<file path="src/rtl/uart_tx_port_pkg.sv">
// Shared constants for the UART transmit port: chip-select windows, FSM
// state encoding and status word bit positions.
package uart_tx_port_pkg;

  localparam logic [3:0] CS_RAM  = 4'b0000;
  localparam logic [3:0] CS_LED  = 4'b0001;
  localparam logic [3:0] CS_SEG  = 4'b0010;
  localparam logic [3:0] CS_UART = 4'b0011;
  localparam logic [3:0] CS_PORT = 4'b0100;

  typedef enum logic [1:0] {
    ST_IDLE  = 2'd0,
    ST_START = 2'd1,
    ST_DATA  = 2'd2,
    ST_STOP  = 2'd3
  } tx_state_e;

  localparam int STAT_BUSY   = 0;
  localparam int STAT_FULL   = 1;
  localparam int STAT_OVF    = 2;
  localparam int STAT_CNT_LO = 3;
  localparam int STAT_CNT_HI = 6;

endpackage

</file>
<file path="src/rtl/uart_tx_fifo.sv">
// Byte queue feeding the serializer. A push into a full queue is still
// accepted when a pop happens in the same cycle.
module uart_tx_fifo #(
  parameter int DEPTH = 4
) (
  input  logic       clk,
  input  logic       rst_n,
  input  logic       push,
  input  logic       pop,
  input  logic [7:0] wdata,
  output logic [7:0] rdata,
  output logic       full,
  output logic       empty,
  output logic       push_ok,
  output logic [3:0] count
);
  localparam int PW = $clog2(DEPTH);

  logic [DEPTH-1:0][7:0] mem_q, mem_d;
  logic [PW-1:0]         wr_q, wr_d, rd_q, rd_d;
  logic [3:0]            cnt_q, cnt_d;
  logic                  pop_ok;

  assign full  = (cnt_q == 4'(DEPTH));
  assign empty = (cnt_q == 4'd0);
  assign count = cnt_q;
  assign rdata = mem_q[rd_q];

  // Power-of-two depth lets the pointers wrap naturally.
  always_comb begin
    pop_ok  = pop & ~empty;
    push_ok = push & (~full | pop_ok);
    mem_d   = mem_q;
    if (push_ok) mem_d[wr_q] = wdata;
    wr_d  = wr_q + PW'(push_ok);
    rd_d  = rd_q + PW'(pop_ok);
    cnt_d = cnt_q + 4'(push_ok) - 4'(pop_ok);
  end

  always_ff @(posedge clk or negedge rst_n) begin
    if (!rst_n) begin
      mem_q <= '0;
      wr_q  <= '0;
      rd_q  <= '0;
      cnt_q <= '0;
    end else begin
      mem_q <= mem_d;
      wr_q  <= wr_d;
      rd_q  <= rd_d;
      cnt_q <= cnt_d;
    end
  end

endmodule

</file>
<file path="src/rtl/uart_tx_port.sv">
// Memory-mapped 8N1 UART transmitter: stores to the window are queued and
// serialized on tx; a registered status word feeds the read mux.
module uart_tx_port
  import uart_tx_port_pkg::*;
#(
  parameter int          CLKS_PER_BIT = 434,
  parameter int          FIFO_DEPTH   = 4,
  parameter logic [3:0]  ADDR_SEL     = CS_UART
) (
  input  logic        Clock,
  input  logic        Resetn,
  input  logic [15:0] addr,
  input  logic [15:0] data_in,
  input  logic        write,
  output logic        status_sel,
  output logic [15:0] status_out,
  output logic        tx
);
  localparam int BW = $clog2(CLKS_PER_BIT);

  tx_state_e   state_q, state_d;
  logic [BW-1:0] baud_q, baud_d;
  logic [2:0]  bit_q, bit_d;
  logic [7:0]  shift_q, shift_d;
  logic        tx_q, tx_d;
  logic        ovf_q, ovf_d;
  logic [15:0] status_q, status_d;

  logic       hit, push, clr, pop, bit_end;
  logic [7:0] f_rdata;
  logic       f_full, f_empty, f_push_ok;
  logic [3:0] f_count;
  logic       unused_bits;

  assign hit        = (addr[15:12] == ADDR_SEL) & write;
  assign push       = hit & ~addr[0];
  assign clr        = hit & addr[0];
  assign status_sel = (addr[15:12] == ADDR_SEL) & ~write;
  assign bit_end    = (baud_q == BW'(CLKS_PER_BIT - 1));
  assign unused_bits = ^{data_in[15:8], addr[11:1]};
  assign tx         = tx_q;
  assign status_out = status_q;

  uart_tx_fifo #(.DEPTH(FIFO_DEPTH)) u_fifo (
    .clk    (Clock),
    .rst_n  (Resetn),
    .push   (push),
    .pop    (pop),
    .wdata  (data_in[7:0]),
    .rdata  (f_rdata),
    .full   (f_full),
    .empty  (f_empty),
    .push_ok(f_push_ok),
    .count  (f_count)
  );

  // tx is registered from the next-state decision so it changes together
  // with the state it belongs to.
  always_comb begin
    state_d = state_q;
    baud_d  = baud_q;
    bit_d   = bit_q;
    shift_d = shift_q;
    tx_d    = tx_q;
    pop     = 1'b0;
    case (state_q)
      ST_IDLE: begin
        tx_d = 1'b1;
        if (!f_empty) begin
          pop     = 1'b1;
          shift_d = f_rdata;
          state_d = ST_START;
          baud_d  = '0;
          tx_d    = 1'b0;
        end
      end
      ST_START: begin
        if (bit_end) begin
          baud_d  = '0;
          bit_d   = '0;
          state_d = ST_DATA;
          tx_d    = shift_q[0];
        end else baud_d = baud_q + BW'(1);
      end
      ST_DATA: begin
        if (bit_end) begin
          baud_d = '0;
          if (bit_q == 3'd7) begin
            state_d = ST_STOP;
            tx_d    = 1'b1;
          end else begin
            shift_d = shift_q >> 1;
            tx_d    = shift_q[1];
            bit_d   = bit_q + 3'd1;
          end
        end else baud_d = baud_q + BW'(1);
      end
      ST_STOP: begin
        if (bit_end) begin
          baud_d = '0;
          if (!f_empty) begin
            pop     = 1'b1;
            shift_d = f_rdata;
            state_d = ST_START;
            tx_d    = 1'b0;
          end else begin
            state_d = ST_IDLE;
            tx_d    = 1'b1;
          end
        end else baud_d = baud_q + BW'(1);
      end
      default: begin
        state_d = ST_IDLE;
        tx_d    = 1'b1;
      end
    endcase
  end

  always_comb begin
    ovf_d = ovf_q;
    if (clr)                    ovf_d = 1'b0;
    else if (push & ~f_push_ok) ovf_d = 1'b1;
    status_d                           = '0;
    status_d[STAT_BUSY]                = (state_q != ST_IDLE) | ~f_empty;
    status_d[STAT_FULL]                = f_full;
    status_d[STAT_OVF]                 = ovf_q;
    status_d[STAT_CNT_HI:STAT_CNT_LO]  = f_count;
  end

  always_ff @(posedge Clock or negedge Resetn) begin
    if (!Resetn) begin
      state_q  <= ST_IDLE;
      baud_q   <= '0;
      bit_q    <= '0;
      shift_q  <= '0;
      tx_q     <= 1'b1;
      ovf_q    <= 1'b0;
      status_q <= '0;
    end else begin
      state_q  <= state_d;
      baud_q   <= baud_d;
      bit_q    <= bit_d;
      shift_q  <= shift_d;
      tx_q     <= tx_d;
      ovf_q    <= ovf_d;
      status_q <= status_d;
    end
  end

endmodule

</file>
<file path="config.mk">
export PLATFORM = sky130hd
export DESIGN_NAME = uart_tx_port
export DESIGN_NICKNAME = d
export VERILOG_FILES = /design/src/rtl/uart_tx_port_pkg.sv /design/src/rtl/uart_tx_fifo.sv /design/src/rtl/uart_tx_port.sv
export SDC_FILE = /design/constraint.sdc
export NUM_CORES = 1
export LEC_CHECK = 0
export ABC_AREA = 0
export CAP_MARGIN = 25
export CORE_MARGIN = 4
export CORE_UTILIZATION = 49
export CTS_CLUSTER_SIZE = 8
export DETAILED_ROUTE_END_ITERATION = 10
export GPL_ROUTABILITY_DRIVEN = 1
export PLACE_DENSITY_LB_ADDON = 0.08
export RECOVER_POWER = 25
export SETUP_SLACK_MARGIN = 0.3
export SYNTH_ARGS = -nofsm -noshare
export SYNTH_HDL_FRONTEND = slang
export SYNTH_SLANG_ARGS = --single-unit
</file>
<file path="constraint.sdc">
create_clock -name Clock -period 2.9 [get_ports Clock]
set_clock_uncertainty 0.2 [all_clocks]
set_input_delay 0.58 -clock Clock [delete_from_list [all_inputs] [get_ports Clock]]
set_output_delay 0.58 -clock Clock [all_outputs]
set_load 0.02 [all_outputs]
</file>
### Word-level counts from Yosys, hierarchy flattened

Index checks and enable logic that the tools add are counted.

| word-level totals | value |
|---|---|
| flip-flop bits (word level) | 71 |

| operators by class | value |
|---|---|
| add/subtract/negate cells | 6 |
| order comparisons | 3 |
| equality and inequality tests | 13 |
| mux-type cells | 35 |
| bitwise operators | 14 |
| reduce and logical (&&, ||, !) cells | 12 |

Operators with widths:

| kind | count |
|---|---|
| 8-bit 2-to-1 mux | 6 |
| 32-bit bitwise mux | 1 |
| 8-bit one-hot mux with 3 select lines | 1 |
| 9-bit 2-to-1 mux | 2 |
| 9-bit one-hot mux with 2 select lines | 1 |
| 8-bit binary-select mux with 2-bit select | 1 |
| 8-bit demux with 2-bit select | 1 |
| 2-bit inequality test, second input constant | 6 |
| 1-bit 2-to-1 mux | 10 |
| 2-bit 2-to-1 mux | 5 |
| 9-bit by 1-bit adder with 9-bit output, second input constant | 1 |
| 9-bit == test, second input constant | 1 |
| 3-bit 2-to-1 mux | 3 |
| 2-bit one-hot mux with 4 select lines | 1 |
| 4-bit AND reduction | 2 |
| 1-bit AND | 7 |
| 2-bit by 3-bit less-than comparator with 1-bit output, second input constant | 2 |
| 3-bit one-hot mux with 2 select lines | 1 |
| 2-bit nonzero test | 3 |
| 1-bit inverter | 5 |
| 5-bit AND reduction | 1 |
| 2-bit by 1-bit adder with 2-bit output | 2 |
| 4-bit by 1-bit adder with 4-bit output | 1 |
| 2-bit == test, second input constant | 2 |
| 16 further kinds | 17 |

### Logic depth before layout (Yosys ltp)

Gate-level depths: netlist (run 1).

| depth | value |
|---|---|
| depth in word-level cells | 11 |
| mapped depth | 11 |
| gate-level depth less buffers | 11 |

### Hierarchy

From an unflattened synthesis (run 1), not the netlist that was laid out.

| unflattened totals | value |
|---|---|
| cell total of the unflattened synthesis | 280 |
| area, all modules | 3618.5 µm² |

By module, submodules not included:

| module | times used | cells an instance | area an instance (µm²) |
|---|---|---|---|
| uart_tx_fifo | 1 | 119 | 1929.4 |
| uart_tx_port | 1 | 161 | 1689.1 |

### Worst setup path before layout (run 1)

OpenSTA, ideal clock, no wires.

| timing path | value |
|---|---|
| path kind | register -> register |
| start | reg baud_q[1] |
| end | reg u_fifo.cnt_q[2], in the netlist u_fifo.count[2] |
| arrival | 2.390 ns |
| path slack | 0.187 ns |
| cell stages (with the launch flop) | 12 |
| cells stage by stage | dfrtp_1 -> inv_1 -> ha_1 -> and4bb_2 -> a21oi_1 -> nor4_1 -> ha_1 -> inv_1 -> ha_1 -> inv_1 -> fa_1 -> xnor2_1 |

| between the ends | value |
|---|---|
| longest elaborated chain between the ends | 8 |

Ends and longest elaborated chain:

| element | RTL line | source |
|---|---|---|
| from (decl) | uart_tx_port.sv:22 | `logic [BW-1:0] baud_q, baud_d;` |
| from (signal assigned) | uart_tx_port.sv:141 | `baud_q <= baud_d;` |
| 9-bit == test (*) | uart_tx_port.sv:39 | `assign bit_end = (baud_q == BW'(CLKS_PER_BIT - 1));` |
| 1-bit 2-to-1 mux (*) | uart_tx_port.sv:99 | `if (bit_end) begin` |
| 1-bit one-hot mux with 2 select lines (*) | uart_tx_port.sv:66 | `case (state_q)` |
| 1-bit AND (*) | uart_tx_fifo.sv:31 | `pop_ok = pop & ~empty;` |
| 1-bit OR | uart_tx_fifo.sv:32 | `push_ok = push & (~full \| pop_ok);` |
| 1-bit AND | uart_tx_fifo.sv:32 |  |
| 4-bit by 1-bit adder with 4-bit output | uart_tx_fifo.sv:37 | `cnt_d = cnt_q + 4'(push_ok) - 4'(pop_ok);` |
| 4-bit by 1-bit subtractor with 4-bit output (*) | uart_tx_fifo.sv:37 |  |
| named net u_fifo.cnt_d[2] | uart_tx_fifo.sv:21 | `logic [3:0] cnt_q, cnt_d;` |
| to (signal assigned) | uart_tx_fifo.sv:50 | `cnt_q <= cnt_d;` |
| to (decl) | uart_tx_fifo.sv:21 |  |

Mark *: on every way through the listed nets, which the timed path passes. The rest lies on a longest branch.
A chain may end at the register's enable or synchronous reset.

### Final worst setup path (run 1)

| timing path | value |
|---|---|
| start | reg baud_q[1] |
| end | reg u_fifo.cnt_q[1], in the netlist u_fifo.count[1] |

The elaborated chain is that of the path after synthesis.

==> out/results.tsv, run 1 <==
metric	value	unit
status	complete, no violations	
numCtsBuffers	9	
place.gp.congestion	0.765	
cts_root_buf	clkbuf_8	
setup_viol_count_final	0	
synth.distinct_cells	52	
endpoint	u_fifo.count[1]	
worstSkewPairLatency	0.34	ns
peakVddDrop	404	uV
cts_tree	built	
fmax	0.374	GHz
finalHoldViolCount	0	
antenna_found_initial	0	
nNetsFinal	378	
cts.sink_count	71	
leakagePower	2.02	nW
routed_wl	6.62	mm
io_buffers	24	
fin_ws	0.223	ns
critPathKind	flop to flop	
synth_edf_count	0	
first_pass_iters	4	
cp-start-kind	flop	
die_y	94.3	um
slew_viol_final	0	
slowest_delay	0.50	ns
syn_avg_cell_area	13.2	um^2
min_period_over_period	92.3	%
die-area	0.00889	mm^2
startpoint	baud_q[1]	
critPathMaxFanout	3	
viasPerCell	5.28	
drive_gt1_share	37.1	%
area_growth	20.9	%
grt_pass1_vias	2275	
drc_errors	0	
grt_setup_unrepaired	true	
cpMaxStageDelayCell	fa_2	
cts.clk_slew.worst_paths	0.07	ns
power_density	589	mW/mm^2
period_needed	2.68	ns
ctsHoldBuffers	0	
ant_nets	0	
core	0.00725	mm^2
start_util	50.3	%
placed_cells	405	
seq_area_frac_synth	48.7	%
reg2reg_slack	0.22	ns
slew-limit-headroom	18.5	%
endpoint_kind	flop	
r2r_cells	11	
hold_path.class	flop to flop	
dominantRegCellSynth	dfrtp_1	
drtIter0Drc	70	
netlist_instances	277	
tightestPinTransition	1.22	ns
async_flop_share	100	%
wl_per_cell	15.5	um
dp_hpwl	4.60	mm
crit_family	adder cells	
final_cells	428	
grt_pass1_wl	11.4	mm
worst-path-stages	11	
yosys_warnings	0	
vias	2258	
grt_util_all_layers	16.7	%
die_w	94.3	um
io_pins	53	
antennaDiodeCount	0	
cp_cell_sequence	inv_2 > ha_4 > and4bb_2 > a21oi_4 > nor4_4 > ha_2 > inv_2 > ha_4 > inv_2 > fa_2 > inv_1	
cts_buffer_depth	2	
timing.rr.start	baud_q[1]	
path_buf_inv	4	
grt_max_degree	30	
cap_violations	0	
power.total	0.00260	W
synth.cell_area	0.00365	mm^2
post-place-ws	-0.0939	ns
ys_ff_latch	71	
grt-ovfl-total	0	
cpMostUsedCell	inv_2	
row_count	31	
timing.rr.end	u_fifo.count[1]	
cp.required	2.93	ns
htree_levels	3	
worstPathArrival	2.71	ns
-- report_power, final --
part	switching (W)	internal [W]
clock	0.000373	0.000530
sequential	0.0000869	0.00112
combinational	0.000231	0.000257
total	0.000691	0.00190
-- what timing repair did --
action	in CTS	in global routing
setup buffers	2	5
resized for setup	13	12
pin swaps	2	3
endpoints found under the setup margin	4	3
-- kinds of logic (layout without fill, tap and decap cells) --
kind of cell / count (synthesis) / count (layout) / share of synthesized area [%]
AO/OA/AOI/OAI: 37 / 37 / 7.34
XOR/XNOR: 5 / 5 / 1.20
adder cells (fa/ha/maj): 19 / 19 / 6.72
buffers and inverters: 31 / 75 / 4.22
flip-flops: 71 / 71 / 48.7
multiplexers: 57 / 57 / 20.0
other: 1 / 9 / 0.103
AND/OR/NAND/NOR: 56 / 56 / 11.7
-- area by class of cell --
type                            count  area [um^2]
Sequential cell                    71         1780
Multi-Input combinational cell    183         1830
Clock buffer                       11          151
Clock inverter                      5         80.1
Inverter                           16         60.1
Timing Repair Buffer               43          385
Fill cell                         576         2840
Tap cell                           99          124
-- worst min path at each step --
stage                    endpoint            start  slack, ns  cells after the start
global route        status_out[6]  u_fifo.count[3]       0.22                      0
global placement    status_out[6]  u_fifo.count[3]       0.16                      0
CTS                     baud_q[7]           Resetn       0.01                      1
floorplan               baud_q[0]           Resetn       0.08                      0
finish              status_out[6]  u_fifo.count[3]       0.18                      0
detailed placement  status_out[6]  u_fifo.count[3]       0.17                      0
-- synthesized netlist by cell type (2+ instances only) --
library cell,number,area (um^2)
nor2b_1,4,25.0
mux4_2,8,180
nand2b_1,2,12.5
ha_1,18,225
nand3_1,5,25.0
dfrtp_1,70,1750
o21ai_0,11,55.1
or3_1,3,18.8
a22o_1,7,61.3
nand4_4,2,42.5
inv_1,15,56.3
nor3_4,2,32.5
clkbuf_1,3,11.3
xor2_1,4,35.0
a21o_1,2,15.0
buf_4,9,67.6
and3_1,2,12.5
mux2_2,48,541
a21oi_1,8,40.0
buf_2,2,10.0
nor2_1,6,22.5
nand2_1,10,37.5
nor4_1,4,25.0
nor3b_2,2,25.0
nor3_1,2,10.0
and2_1,2,12.5
-- registers in the layout, indices dropped and copies added, names as in the netlist --
register,count
u_fifo.count,4
status_out,7
baud_q,9
tx,1
bit_q,3
u_fifo.rd_q,2
ovf_q,1
u_fifo.mem_q,32
state_q,2
u_fifo.wr_q,2
shift_q,8
-- metrics by stage --
stage	cell area [um^2]	TNS [ns]	hold WS [ns]	utilization, %
after floorplan	3690	0	0.0844	-
after CTS	4330	0	0.0138	59.8
after global placement	4060	-0.258	0.162	55.9
final	4410	0	0.179	60.8
after global routing	4410	0	0.217	60.8
after detailed placement	4060	-0.248	0.172	55.9
-- layer usage --
metal  vias up  routed length (um)  share of wire, %  track usage, %
met3        14                 212               3.2            3.37
met1      1124                3030                46            21.9
li1       1083                   -                 -               -
met2        37                3250                49            27.0
met4         0                 121               1.8            7.22
met5         -                   0                 0               0
-- cell usage in the layout, fill, tap and decap left out, types with 5 or more instances in the layout --
cell type,n
a22o_1,7
clkdlybuf4s50_1,22
a21oi_1,7
nand2_1,10
ha_1,14
clkbuf_8,11
conb_1,9
buf_4,16
mux2_2,48
inv_1,11
o21ai_0,11
nor2_1,6
mux4_2,8
dfrtp_1,68
nand3_1,5
inv_2,5
No activity file was read; power rests on OpenSTA's default activity.
==> inputs of run 2 (changes only) <==
--- a/config.mk
+++ b/config.mk
@@ -13,7 +13,7 @@
 export DETAILED_ROUTE_END_ITERATION = 10
 export GPL_ROUTABILITY_DRIVEN = 1
 export PLACE_DENSITY_LB_ADDON = 0.08
-export RECOVER_POWER = 25
+export RECOVER_POWER = 50
 export SETUP_SLACK_MARGIN = 0.3
 export SYNTH_ARGS = -nofsm -noshare
 export SYNTH_HDL_FRONTEND = slang
==> run 2 against run 1 <==
Utilization about the same. Combinational power hardly changed. Flip-flop and latch count unchanged. First-iteration DRC count did not move. Sequential share of layout area about the same. Critical path type unchanged. Clock power is essentially flat. Largest power group unchanged. Die area did not move. Final cell count did not move. Via count barely moved.
==> out/results.tsv, run 2 (same netlist as run 1, synthesis figures left out) <==
metric	value	unit
fmax	0.374	GHz
netSwitchingFraction	26.6	%
crit_family	adder cells	
tightestPinTransition	1.22	ns
largest_reg_flops	32	
ctsHoldBuffers	0	
cpMostUsedCell	inv_2	
fin_hold_ws	0.179	ns
ant_nets	0	
die-area	0.00889	mm^2
place.gp.congestion	0.765	
placed_area	0.00406	mm^2
slew-limit-headroom	18.5	%
die_w	94.3	um
status	complete, no violations	
grt_pass1_vias	2275	
die_y	94.3	um
critPathMaxFanout	3	
cp_cell_sequence	inv_2 > ha_4 > and4bb_2 > a21oi_4 > nor4_4 > ha_2 > inv_2 > ha_4 > inv_2 > fa_2 > inv_1	
cp-start-kind	flop	
cts_buffer_depth	2	
wl_per_cell	15.5	um
core	0.00725	mm^2
first_pass_iters	4	
cp.required	2.93	ns
drc_errors	0	
power_density	589	mW/mm^2
largestRegisters	u_fifo.mem_q: 32 flops, baud_q: 9 flops, shift_q: 8 flops	
routed_wl	6.62	mm
endpoint_kind	flop	
row_count	31	
setup_viol_count_final	0	
numCtsBuffers	9	
p_comb_share	18.8	%
cts.clk_slew.worst_paths	0.07	ns
grt_util_all_layers	16.7	%
dp_hpwl	4.60	mm
viasPerCell	5.27	
grt_max_degree	30	
min_period_over_period	92.3	%
fin_area	0.00441	mm^2
io_pins	53	
grt_pass1_wl	11.4	mm
antennaDiodeCount	0	
worstSkewPairLatency	0.34	ns
final_cell_mix	dfrtp_1 (68), mux2_2 (48), clkdlybuf4s50_1 (22)	
drive_gt1_share	37.1	%
htree_levels	3	
cap_violations	0	
cpMaxStageDelayCell	fa_2	
start_util	50.3	%
vias	2257	
num-fill-cells	577	
intPower	0.00190	W
cts_root_buf	clkbuf_8	
hold_path.class	flop to flop	
antenna_found_initial	0	
drtIter0Drc	70	
area_growth	20.8	%
worstPathArrival	2.71	ns
fin_util	60.8	%
slew_viol_final	0	
cts_tree	built	
period_needed	2.68	ns
io_buffers	24	
p_seq_share	46.4	%
grt_setup_unrepaired	true	
peakVddDrop	404	uV
post-place-ws	-0.0939	ns
path_buf_inv	4	
grt-ovfl-total	0	
cts.sink_count	71	
layout_commonest_cell	dfrtp_1	
slowest_delay	0.50	ns
leakagePower	2.02	nW
nNetsFinal	378	
switching_power	0.000691	W
fin_ws	0.223	ns
largest_register	u_fifo.mem_q	
pwr-share-clk	34.8	%
tns	0	ns
finalHoldViolCount	0	
critPathKind	flop to flop	
run 2: power by group through the flow:
stage | Combinational (W) | Clock (W) | Sequential (W)
floorplan | 0.000286 | 0 | 0.00124
global placement | 0.000469 | 0 | 0.00122
global route | 0.000544 | 0.000970 | 0.00122
CTS | 0.000488 | 0.000928 | 0.00121
detailed placement | 0.000478 | 0 | 0.00122
finish | 0.000487 | 0.000903 | 0.00121
run 2: final timing paths:
check                                 from                to  slack (ns)  cells after the start
setup / recovery                 baud_q[1]   u_fifo.count[1]        0.22                     11
hold / removal             u_fifo.count[3]     status_out[6]        0.18                      0
setup reg to reg                 baud_q[1]   u_fifo.count[1]        0.22                     11
hold reg to reg            u_fifo.count[3]     status_out[6]        0.18                      0
max in group asynchronous           Resetn  u_fifo.mem_q[10]        0.91                      2
min in group asynchronous           Resetn     status_out[6]        0.28                      1
run 2: final cells by class:
class | count | area (um^2) | area share, %
Clock buffer | 11 | 151 | 3.44
Clock inverter | 5 | 80.1 | 1.82
Inverter | 16 | 60.1 | 1.36
Multi-Input combinational cell | 183 | 1830 | 41.5
Sequential cell | 71 | 1780 | 40.4
Tap cell | 99 | 124 | 2.81
Timing Repair Buffer | 43 | 383 | 8.69
run 2: timing repair:
action                                 CTS  global route
setup endpoints to repair                4             3
pin swaps                                2             3
endpoints found under the hold margin    0             0
setup buffers                            2             5
resized for setup                       13            12
run 2: per-stage QoR:
stage	power, W	std cells
after floorplan	0.00153	285
after global placement	0.00169	405
after detailed placement	0.00170	405
after CTS	0.00262	423
after global routing	0.00274	428
final	0.00260	428
run 2: layer usage:
| metal | up-vias | track usage (%) | part of all wire (%) | wire length (um) |
|---|---|---|---|---|
| li1 | 1083 | - | - | - |
| met1 | 1123 | 21.9 | 46 | 3030 |
| met2 | 37 | 27.0 | 49 | 3250 |
| met3 | 14 | 3.37 | 3.2 | 212 |
| met4 | 0 | 7.22 | 1.8 | 121 |
| met5 | - | 0 | 0 | 0 |
==> inputs of run 3 (changes only) <==
--- a/config.mk
+++ b/config.mk
@@ -9,6 +9,7 @@
 export CAP_MARGIN = 25
 export CORE_MARGIN = 4
 export CORE_UTILIZATION = 49
+export CTS_CLUSTER_DIAMETER = 200
 export CTS_CLUSTER_SIZE = 8
 export DETAILED_ROUTE_END_ITERATION = 10
 export GPL_ROUTABILITY_DRIVEN = 1
==> results of run 3 <==
No change in the layout: final DEF, timing and power equal those of run 2.
